[src/rtl/idma_axis_read_sub.sv]
// iDMA AXI Stream read task: receives stream beats into a 2-deep FIFO, then masks,
// rotates and atomically pushes them into the per-lane dataflow buffer.
module idma_axis_read_sub #(
    parameter int unsigned StrbWidth    = 16,
    parameter int unsigned BeatCntWidth = 8
) (
    input  logic                                 clk_i,
    input  logic                                 rst_ni,
    input  logic                                 r_dp_req_valid_i,
    output logic                                 r_dp_req_ready_o,
    input  logic [$clog2(StrbWidth)-1:0]         r_dp_offset_i,
    input  logic [$clog2(StrbWidth)-1:0]         r_dp_tailer_i,
    input  logic [$clog2(StrbWidth)-1:0]         r_dp_shift_i,
    input  logic [BeatCntWidth-1:0]              r_dp_num_beats_i,
    output logic                                 r_dp_rsp_valid_o,
    input  logic                                 r_dp_rsp_ready_i,
    output logic                                 r_dp_rsp_err_o,
    input  logic                                 dp_poison_i,
    input  logic [8*StrbWidth-1:0]               t_data_i,
    input  logic                                 t_last_i,
    input  logic                                 t_valid_i,
    output logic                                 t_ready_o,
    output logic [8*StrbWidth-1:0]               buffer_in_o,
    output logic [StrbWidth-1:0]                 buffer_in_valid_o,
    input  logic [StrbWidth-1:0]                 buffer_in_ready_i
);
    localparam int unsigned OffW  = $clog2(StrbWidth);
    localparam int unsigned DataW = 8 * StrbWidth;
    localparam logic [StrbWidth-1:0] Ones = '1;

    typedef enum logic [1:0] {
        IDLE   = 2'd0,
        ACTIVE = 2'd1,
        RESP   = 2'd2
    } state_e;

    state_e                  state_q;
    logic [DataW-1:0]        fifo_data_q [2];
    logic [1:0]              fifo_last_q;
    logic                    wr_ptr_q;
    logic                    rd_ptr_q;
    logic [1:0]              count_q;
    logic [OffW-1:0]         offset_q;
    logic [OffW-1:0]         tailer_q;
    logic [OffW-1:0]         shift_q;
    logic [BeatCntWidth-1:0] cnt_q;
    logic                    first_q;
    logic                    err_q;

    logic                    fill;
    logic                    pop;
    logic                    active_head;
    logic                    is_last;
    logic                    fit;
    logic [DataW-1:0]        head_data;
    logic                    head_last;
    logic [OffW:0]           tail_sh;
    logic [StrbWidth-1:0]    mask;
    logic [2*StrbWidth-1:0]  rot2;
    logic [StrbWidth-1:0]    rmask;
    logic [OffW-1:0]         src;

    assign t_ready_o        = (count_q != 2'd2);
    assign r_dp_req_ready_o = (state_q == IDLE);
    assign r_dp_rsp_valid_o = (state_q == RESP);
    assign r_dp_rsp_err_o   = (state_q == RESP) & err_q;

    assign fill        = t_valid_i & t_ready_o;
    assign head_data   = fifo_data_q[rd_ptr_q];
    assign head_last   = fifo_last_q[rd_ptr_q];
    assign active_head = (state_q == ACTIVE) && (count_q != 2'd0);
    assign is_last     = (cnt_q == '0);
    assign tail_sh     = (OffW+1)'(StrbWidth) - (OffW+1)'(tailer_q);

    // Lane mask for the head beat, rotated into buffer lane order alongside its data.
    always_comb begin
        mask = Ones;
        if (first_q) mask = mask & (Ones << offset_q);
        if (is_last && (tailer_q != '0)) mask = mask & (Ones >> tail_sh);
        rot2  = {mask, mask} << shift_q;
        rmask = rot2[2*StrbWidth-1 -: StrbWidth];
        buffer_in_o = '0;
        src         = '0;
        for (int i = 0; i < int'(StrbWidth); i++) begin
            src = OffW'(i) - shift_q;
            if (rmask[i]) buffer_in_o[i*8 +: 8] = head_data[{src, 3'b000} +: 8];
        end
    end

    // Push only when every lane of the beat can be accepted at once.
    assign fit               = ((buffer_in_ready_i & rmask) == rmask);
    assign pop               = active_head && (dp_poison_i || fit);
    assign buffer_in_valid_o = (active_head && !dp_poison_i && fit) ? rmask : '0;

    always_ff @(posedge clk_i or negedge rst_ni) begin
        if (!rst_ni) begin
            fifo_data_q[0] <= '0;
            fifo_data_q[1] <= '0;
            fifo_last_q    <= '0;
            wr_ptr_q       <= 1'b0;
            rd_ptr_q       <= 1'b0;
            count_q        <= 2'd0;
        end else begin
            if (fill) begin
                fifo_data_q[wr_ptr_q] <= t_data_i;
                fifo_last_q[wr_ptr_q] <= t_last_i;
                wr_ptr_q              <= ~wr_ptr_q;
            end
            if (pop) rd_ptr_q <= ~rd_ptr_q;
            count_q <= count_q + 2'(fill) - 2'(pop);
        end
    end

    // Transfer control: latch request, count beats, report tlast mismatches.
    always_ff @(posedge clk_i or negedge rst_ni) begin
        if (!rst_ni) begin
            state_q  <= IDLE;
            offset_q <= '0;
            tailer_q <= '0;
            shift_q  <= '0;
            cnt_q    <= '0;
            first_q  <= 1'b0;
            err_q    <= 1'b0;
        end else begin
            case (state_q)
                IDLE: begin
                    if (r_dp_req_valid_i) begin
                        offset_q <= r_dp_offset_i;
                        tailer_q <= r_dp_tailer_i;
                        shift_q  <= r_dp_shift_i;
                        cnt_q    <= r_dp_num_beats_i;
                        first_q  <= 1'b1;
                        err_q    <= 1'b0;
                        state_q  <= ACTIVE;
                    end
                end
                ACTIVE: begin
                    if (pop) begin
                        first_q <= 1'b0;
                        if (head_last != is_last) err_q <= 1'b1;
                        if (is_last) state_q <= RESP;
                        else         cnt_q   <= cnt_q - BeatCntWidth'(1);
                    end
                end
                RESP: begin
                    if (r_dp_rsp_ready_i) state_q <= IDLE;
                end
                default: state_q <= IDLE;
            endcase
        end
    end
endmodule
[config.mk]
export PLATFORM = sky130hd
export DESIGN_NAME = idma_axis_read_sub
export DESIGN_NICKNAME = d
export VERILOG_FILES = /design/src/rtl/idma_axis_read_sub.sv
export SDC_FILE = /design/constraint.sdc
export NUM_CORES = 1
export LEC_CHECK = 0
export CELL_PAD_IN_SITES_DETAIL_PLACEMENT = 1
export CELL_PAD_IN_SITES_GLOBAL_PLACEMENT = 1
export CORE_ASPECT_RATIO = 0.5
export CORE_MARGIN = 2
export CORE_UTILIZATION = 43
export DETAILED_ROUTE_END_ITERATION = 16
export PLACE_DENSITY = 0.85
export SLEW_MARGIN = 20
export SYNTH_ARGS = -nofsm -noshare
export SYNTH_HDL_FRONTEND = slang
export SYNTH_SLANG_ARGS = --single-unit
[constraint.sdc]
create_clock -name clk_i -period 6.03 [get_ports clk_i]
set_clock_uncertainty 0.05 [all_clocks]
set_input_delay 1.206 -clock clk_i [delete_from_list [all_inputs] [get_ports clk_i]]
set_output_delay 1.206 -clock clk_i [all_outputs]
set_load 0.01 [all_outputs]
# Word level (Yosys, flattened, before mapping)
# Cells that the tools add are included.
# totals
register_bits	286
in_bits	171
out_inout_bits	148
elab_cells	142
# classes
addsub	20
order_cmp	6
eq_ne	11
shift	19
muxes	46
n_bitwise	8
n_reduce_logical	19
# op_table
cell	count
variable part select 128 x 8 -> 8 bit	16
two-way mux 128 bit	4
bitwise mux 256 bit	1
two-way mux 8 bit	19
demux 128 bit (select 1 bit)	1
two-way mux 16 bit	3
bitwise AND 16 bit	2
<< shifter 32 x 4 -> 32 bit	1
subtractor 4 bit (first input constant)	8
== test 16 bit	1
one-hot mux 8 bit (2 select lines)	1
<< shifter 16 x 4 -> 16 bit (first input constant)	1
right shift 16 x 5 -> 16 bit (first input constant)	1
subtractor 3 x 4 -> 4 bit (first input constant)	4
AND reduction 4 bit	3
!= test 2 bit (second input constant)	5
logical NOT 8 bit	1
two-way mux 1 bit	8
two-way mux 2 bit	4
subtractor 1 x 4 -> 4 bit (first input constant)	2
subtractor 2 x 4 -> 4 bit (first input constant)	2
subtractor 8 x 1 -> 8 bit (second input constant)	1
logical AND 1 bit	7
one-hot mux 2 bit (3 select lines)	1
24 further kinds	32

# Logic depth before layout (Yosys ltp)
# logic_depth
ltp_word	11
depth_mapped	19
depth_no_buf	18

# Worst setup path before layout
# Ideal clock, no wire load.
# synth_path
path_kind	register to output
start	register tailer_q[1]
end	output port buffer_in_valid_o[10]
arrival_ns	3.490
required_ns	4.774
slack_ns	1.284
path_stages_with_launch	16
path_buffers	2
cell_sequence	dfrtp_1 inv_1 ha_1 clkbuf_1 xnor2_1 nand4_1 o21ai_2 o22ai_1 a221oi_1 nor2_1 a2111oi_4 o2111ai_2 nor2_1 nand3b_2 buf_2 nor2_1
# synth_between
elab_chain_cells	9
word_cells_on_any_way	11
cone_classes	add/sub: 1; eq/ne: 1; shift: 2; mux: 2; bitwise: 2; reduce/logical: 3
# synth_rtl
item	line	rtl
from (decl)	44	logic [OffW-1:0] tailer_q;
from (signal assigned)	129	tailer_q <= r_dp_tailer_i;
subtractor 5 x 4 -> 5 bit	73	assign tail_sh = (OffW+1)'(StrbWidth) - (OffW+1)'(tailer_q);
right shift 16 x 5 -> 16 bit	79	if (is_last && (tailer_q != '0)) mask = mask & (Ones >> tail_sh);
bitwise AND 16 bit	79	
two-way mux 16 bit *	79	
<< shifter 32 x 4 -> 32 bit *	80	rot2 = {mask, mask} << shift_q;
bitwise AND 16 bit	91	assign fit = ((buffer_in_ready_i & rmask) == rmask);
== test 16 bit	91	
logical AND 1 bit	93	assign buffer_in_valid_o = (active_head && !dp_poison_i && fit) ? rmask : '0;
two-way mux 16 bit *	93	
to (decl)	24	output logic [StrbWidth-1:0] buffer_in_valid_o,
# Mark *: on every way between the ends. The rest lies on a longest branch, timed or not.

# Worst setup path after layout
# layout_path
start	register shift_q[0]
end	output port buffer_in_o[21]
# layout_between
elab_chain_cells	3
word_cells_on_any_way	4
cone_classes	add/sub: 1; shift: 2; mux: 1
# layout_rtl
item	line	rtl
from (decl)	45	logic [OffW-1:0] shift_q;
from (signal assigned)	130	shift_q <= r_dp_shift_i;
subtractor 2 x 4 -> 4 bit	85	src = OffW'(i) - shift_q;
variable part select 128 x 8 -> 8 bit	86	if (rmask[i]) buffer_in_o[i*8 +: 8] = head_data[{src, 3'b000} +: 8];
two-way mux 8 bit *	86	
to (decl)	23	output logic [8*StrbWidth-1:0] buffer_in_o,
# Marks and branches as above.

==> flow_summary_export.csv <==
group,metric,value,unit
cells_and_area,final_layout_size_suffix_gt1_share,31.1,%
sta,final_hold_viol_count,0,
detailed_routing,vias,20000,
global_route,grt-ovfl-total,0,
cts,clk_pin_slew,0.07,ns
place,place.gp.congestion,0.950,
floorplan,die_area,50500,um^2
cts,clock_latency,0.64,ns
critical_path,crit_arrival,4.75,ns
detailed_routing,final_antenna_net_count,0,
place,hpwlAfterDp,66.8,mm
detailed_routing,routed_wl,96.1,mm
sta,slew_violations,0,
cells_and_area,final_cells,2990,
detailed_routing,drt_iter0_markers,2490,
cells_and_area,area_growth,26.1,%
yosys,yosys_most_used_dff,"dfrtp_1",
detailed_routing,drc_errors,0,
sta,tightestPinTransition,1.19,ns
yosys,ys_seq_elements,286,
sta,max_freq,167,MHz
power_and_ir_drop,switching_share,46.6,%
critical_path,critPathLaunch,"shift_q[0]$_DFFE_PN0P_",
sta,fin_crit,6.00,ns
global_route,grt_pass1_wl,141,mm
global_route,grt_max_degree,138,
cells_and_area,nFillCells,5128,
critical_path,worst-r2r-cell-count,19,
critical_path,cp.required,4.77,ns
floorplan,fp.dieW,316,um
yosys,syn_inst,2042,
yosys,mappedNetlistArea,20900,um^2
sta,setup_slack,0.0267,ns
global_route,grt_usage,37.5,%
critical_path,start_kind,"register",
critical_path,endpoint,"buffer_in_o[21]",
yosys,syn_nets,2226,
yosys,yosysSeqAreaShare,34.2,%
floorplan,core_area,48300,um^2
yosys,synth_warnings,0,
detailed_routing,routedWlPerCell,32.1,um
cts,numCtsBuffers,30,
critical_path,regToRegSetupSlack,1.50,ns
place,numPlacedInstances,2905,
cells_and_area,final_cell_mix,"mux2_2 (406), nand2_1 (304), clkdlybuf4s50_1 (302)",
power_and_ir_drop,p_seq_share,24.5,%
power_and_ir_drop,p_per_area,605,nW/um^2
power_and_ir_drop,p_comb_share,63.1,%
yosys,ys_async_sr_fraction,100,%
power_and_ir_drop,intPower,8.53,mW
cts,cts.sinks,286,
cells_and_area,final_common_cell,"mux2_2",
cts,cts_tree,"built",
yosys,avgSynthCellArea,10.2,um^2
sta,relSlewSlack,18.7,%
critical_path,cp-end-kind,"primary output",
cells_and_area,utilization,54.7,%
detailed_routing,vias_per_cell,6.67,
place,port_buffers,318,
yosys,synth_cell_types,76,
cells_and_area,fin_nets,2499,
min_path,hold_path.class,"in -> async",
floorplan,io_pins,319,
cts,clockRootBuffer,"clkbuf_16",
floorplan,rows,57,
power_and_ir_drop,p_sw,7.44,mW
run_status,status,"finished, final reports clean",
cells_and_area,multi_input_area,13400,um^2
sta,setup_violations,0,
sta,finalCritPeriodShare,99.6,%
critical_path,crit_path_max_fanout,23,
critical_path,crit_type,"reg -> out",
power_and_ir_drop,leakagePower,10.9,nW
global_route,grt_antenna_before_repair,8,
run,drv_cap,0,
floorplan,initial_utilization,43.3,%
detailed_routing,dr.pass1.iters,6,
cts,cts_buffer_depth,3,
floorplan,die_y,160,um
power_and_ir_drop,power.total,16.0,mW
global_route,grt_pass1_vias,20700,
place,dp_worst_setup_slack,0.0124,ns
cts,ctsHtreeMaxLevel,1,
power_and_ir_drop,clkPwrFrac,12.4,%
critical_path,reg2reg_from,"tailer_q[1]$_DFFE_PN0P_",
sta,holdWs,0.433,ns
critical_path,reg2reg_to,"count_q[1]$_DFF_PN0_",
yosys,synth_edf_count,0,
cells_and_area,regArea,7170,um^2
power_and_ir_drop,ir_drop,0.287,mV
-- stage by stage --
| stage | setup TNS (ns) | instance area (um^2) |
|---|---|---|
| 2_1_floorplan | 0 | 20900 |
| 3_3_place_gp | 0 | 24900 |
| 3_5_place_dp | 0 | 24900 |
| 4_1_cts | -0.0112 | 26100 |
| 5_1_grt | -0.0419 | 26400 |
| 6_report | 0 | 26400 |
-- flip-flops by register name, summed over array words and instances, names as in the netlist --
name	flops
offset_q	4
fifo_data_q	256
err_q	1
first_q	1
tailer_q	4
cnt_q	8
wr_ptr_q	1
fifo_last_q	2
count_q	2
rd_ptr_q	1
shift_q	4
state_q	2
-- power by group through the flow --
stage	Combinational, mW	Clock, mW	Sequential [mW]
final	10.1	1.98	3.92
after global routing	10.3	2.07	3.98
after CTS	9.56	1.97	3.84
after detailed placement	9.29	0	3.79
after global placement	8.87	0	3.54
after floorplan	5.50	0	3.30
-- how the worst min path moves through the flow --
stage	endpoint	from	cells past startpoint	slack (ns)
finish	fifo_data_q[63]$_DFFE_PN0P_	rst_ni	1	0.43
global route	fifo_data_q[63]$_DFFE_PN0P_	rst_ni	1	0.46
CTS	err_q$_DFFE_PN0P_	err_q$_DFFE_PN0P_	2	0.46
detailed placement	err_q$_DFFE_PN0P_	err_q$_DFFE_PN0P_	2	0.45
global placement	err_q$_DFFE_PN0P_	err_q$_DFFE_PN0P_	2	0.43
floorplan	err_q$_DFFE_PN0P_	err_q$_DFFE_PN0P_	2	0.40
-- timing repair --
action / 4_1_cts / 5_1_grt
setup endpoints to repair: 16 / 81
pin swaps: 11 / 19
gates cloned: 0 / 0
hold buffers: 0 / 0
setup buffers: 10 / 16
resized for setup: 26 / 45
-- cell families after synthesis --
family / synth area share (%)
and+or+nand+nor: 12.2
muxes: 39.5
AOI/OAI and AO/OA: 9.47
DFF: 34.2
buffers and inverters: 3.15
xor gates and xnor gates: 0.754
adders and majority gates: 0.778
-- per-layer routing --
metal	global-route usage [%]	up-vias	share of wire [%]
met3	14.4	510	11
met2	60.0	1326	47
met5	1.89	-	0.17
met4	22.4	12	7.2
li1	-	8012	-
met1	42.4	10100	35
-- critical path, stage by stage (launching register included) --
cell	delay [ns]
dfrtp_4	0.62
inv_1	0.12
buf_4	0.24
ha_2	0.67
buf_4	0.33
mux2_2	0.37
o21ai_0	0.68
mux2_2	0.48
nor2_1	0.08
clkdlybuf4s50_1	0.50
-- synth_stat cells (3+ instances only) --
cell / instances / area (um^2)
nor3_1: 15 / 75.1
buf_1: 32 / 120
or2_2: 6 / 37.5
inv_1: 21 / 78.8
o221ai_1: 4 / 35.0
xor2_1: 6 / 52.6
nand2b_1: 8 / 50.1
ha_1: 13 / 163
clkbuf_1: 112 / 420
o32ai_1: 6 / 52.6
o2111ai_1: 3 / 26.3
o21a_1: 5 / 37.5
nor2b_1: 6 / 37.5
mux2i_1: 80 / 801
nor4_1: 5 / 31.3
o211ai_1: 19 / 143
a211oi_1: 5 / 37.5
mux2_2: 406 / 4570
nand4_1: 7 / 43.8
and2_1: 5 / 31.3
nand3_1: 13 / 65.1
nand2_1: 304 / 1140
o21ai_0: 163 / 816
a31oi_1: 7 / 43.8
o41ai_1: 3 / 26.3
xnor2_1: 12 / 105
o22ai_1: 14 / 87.6
buf_2: 4 / 20.0
nor2_1: 224 / 841
and3_1: 6 / 37.5
o31ai_1: 5 / 37.5
a211o_1: 3 / 26.3
mux4_2: 128 / 2880
nand3b_1: 4 / 30.0
o21ai_1: 11 / 55.1
dfrtp_1: 286 / 7160
a21oi_1: 42 / 210
o2bb2ai_1: 4 / 35.0
-- final cells by class --
type	count	share of cell area, %
well taps	649	3.08
multi-input cells	1585	50.8
clock buffers	41	3.19
flip-flops and latches	286	27.2
repair buffers	391	14.8
clock inverters	15	0.607
inverters	21	0.299
diodes	2	0.0190
Note: power is estimated with default switching activity, not from simulation.
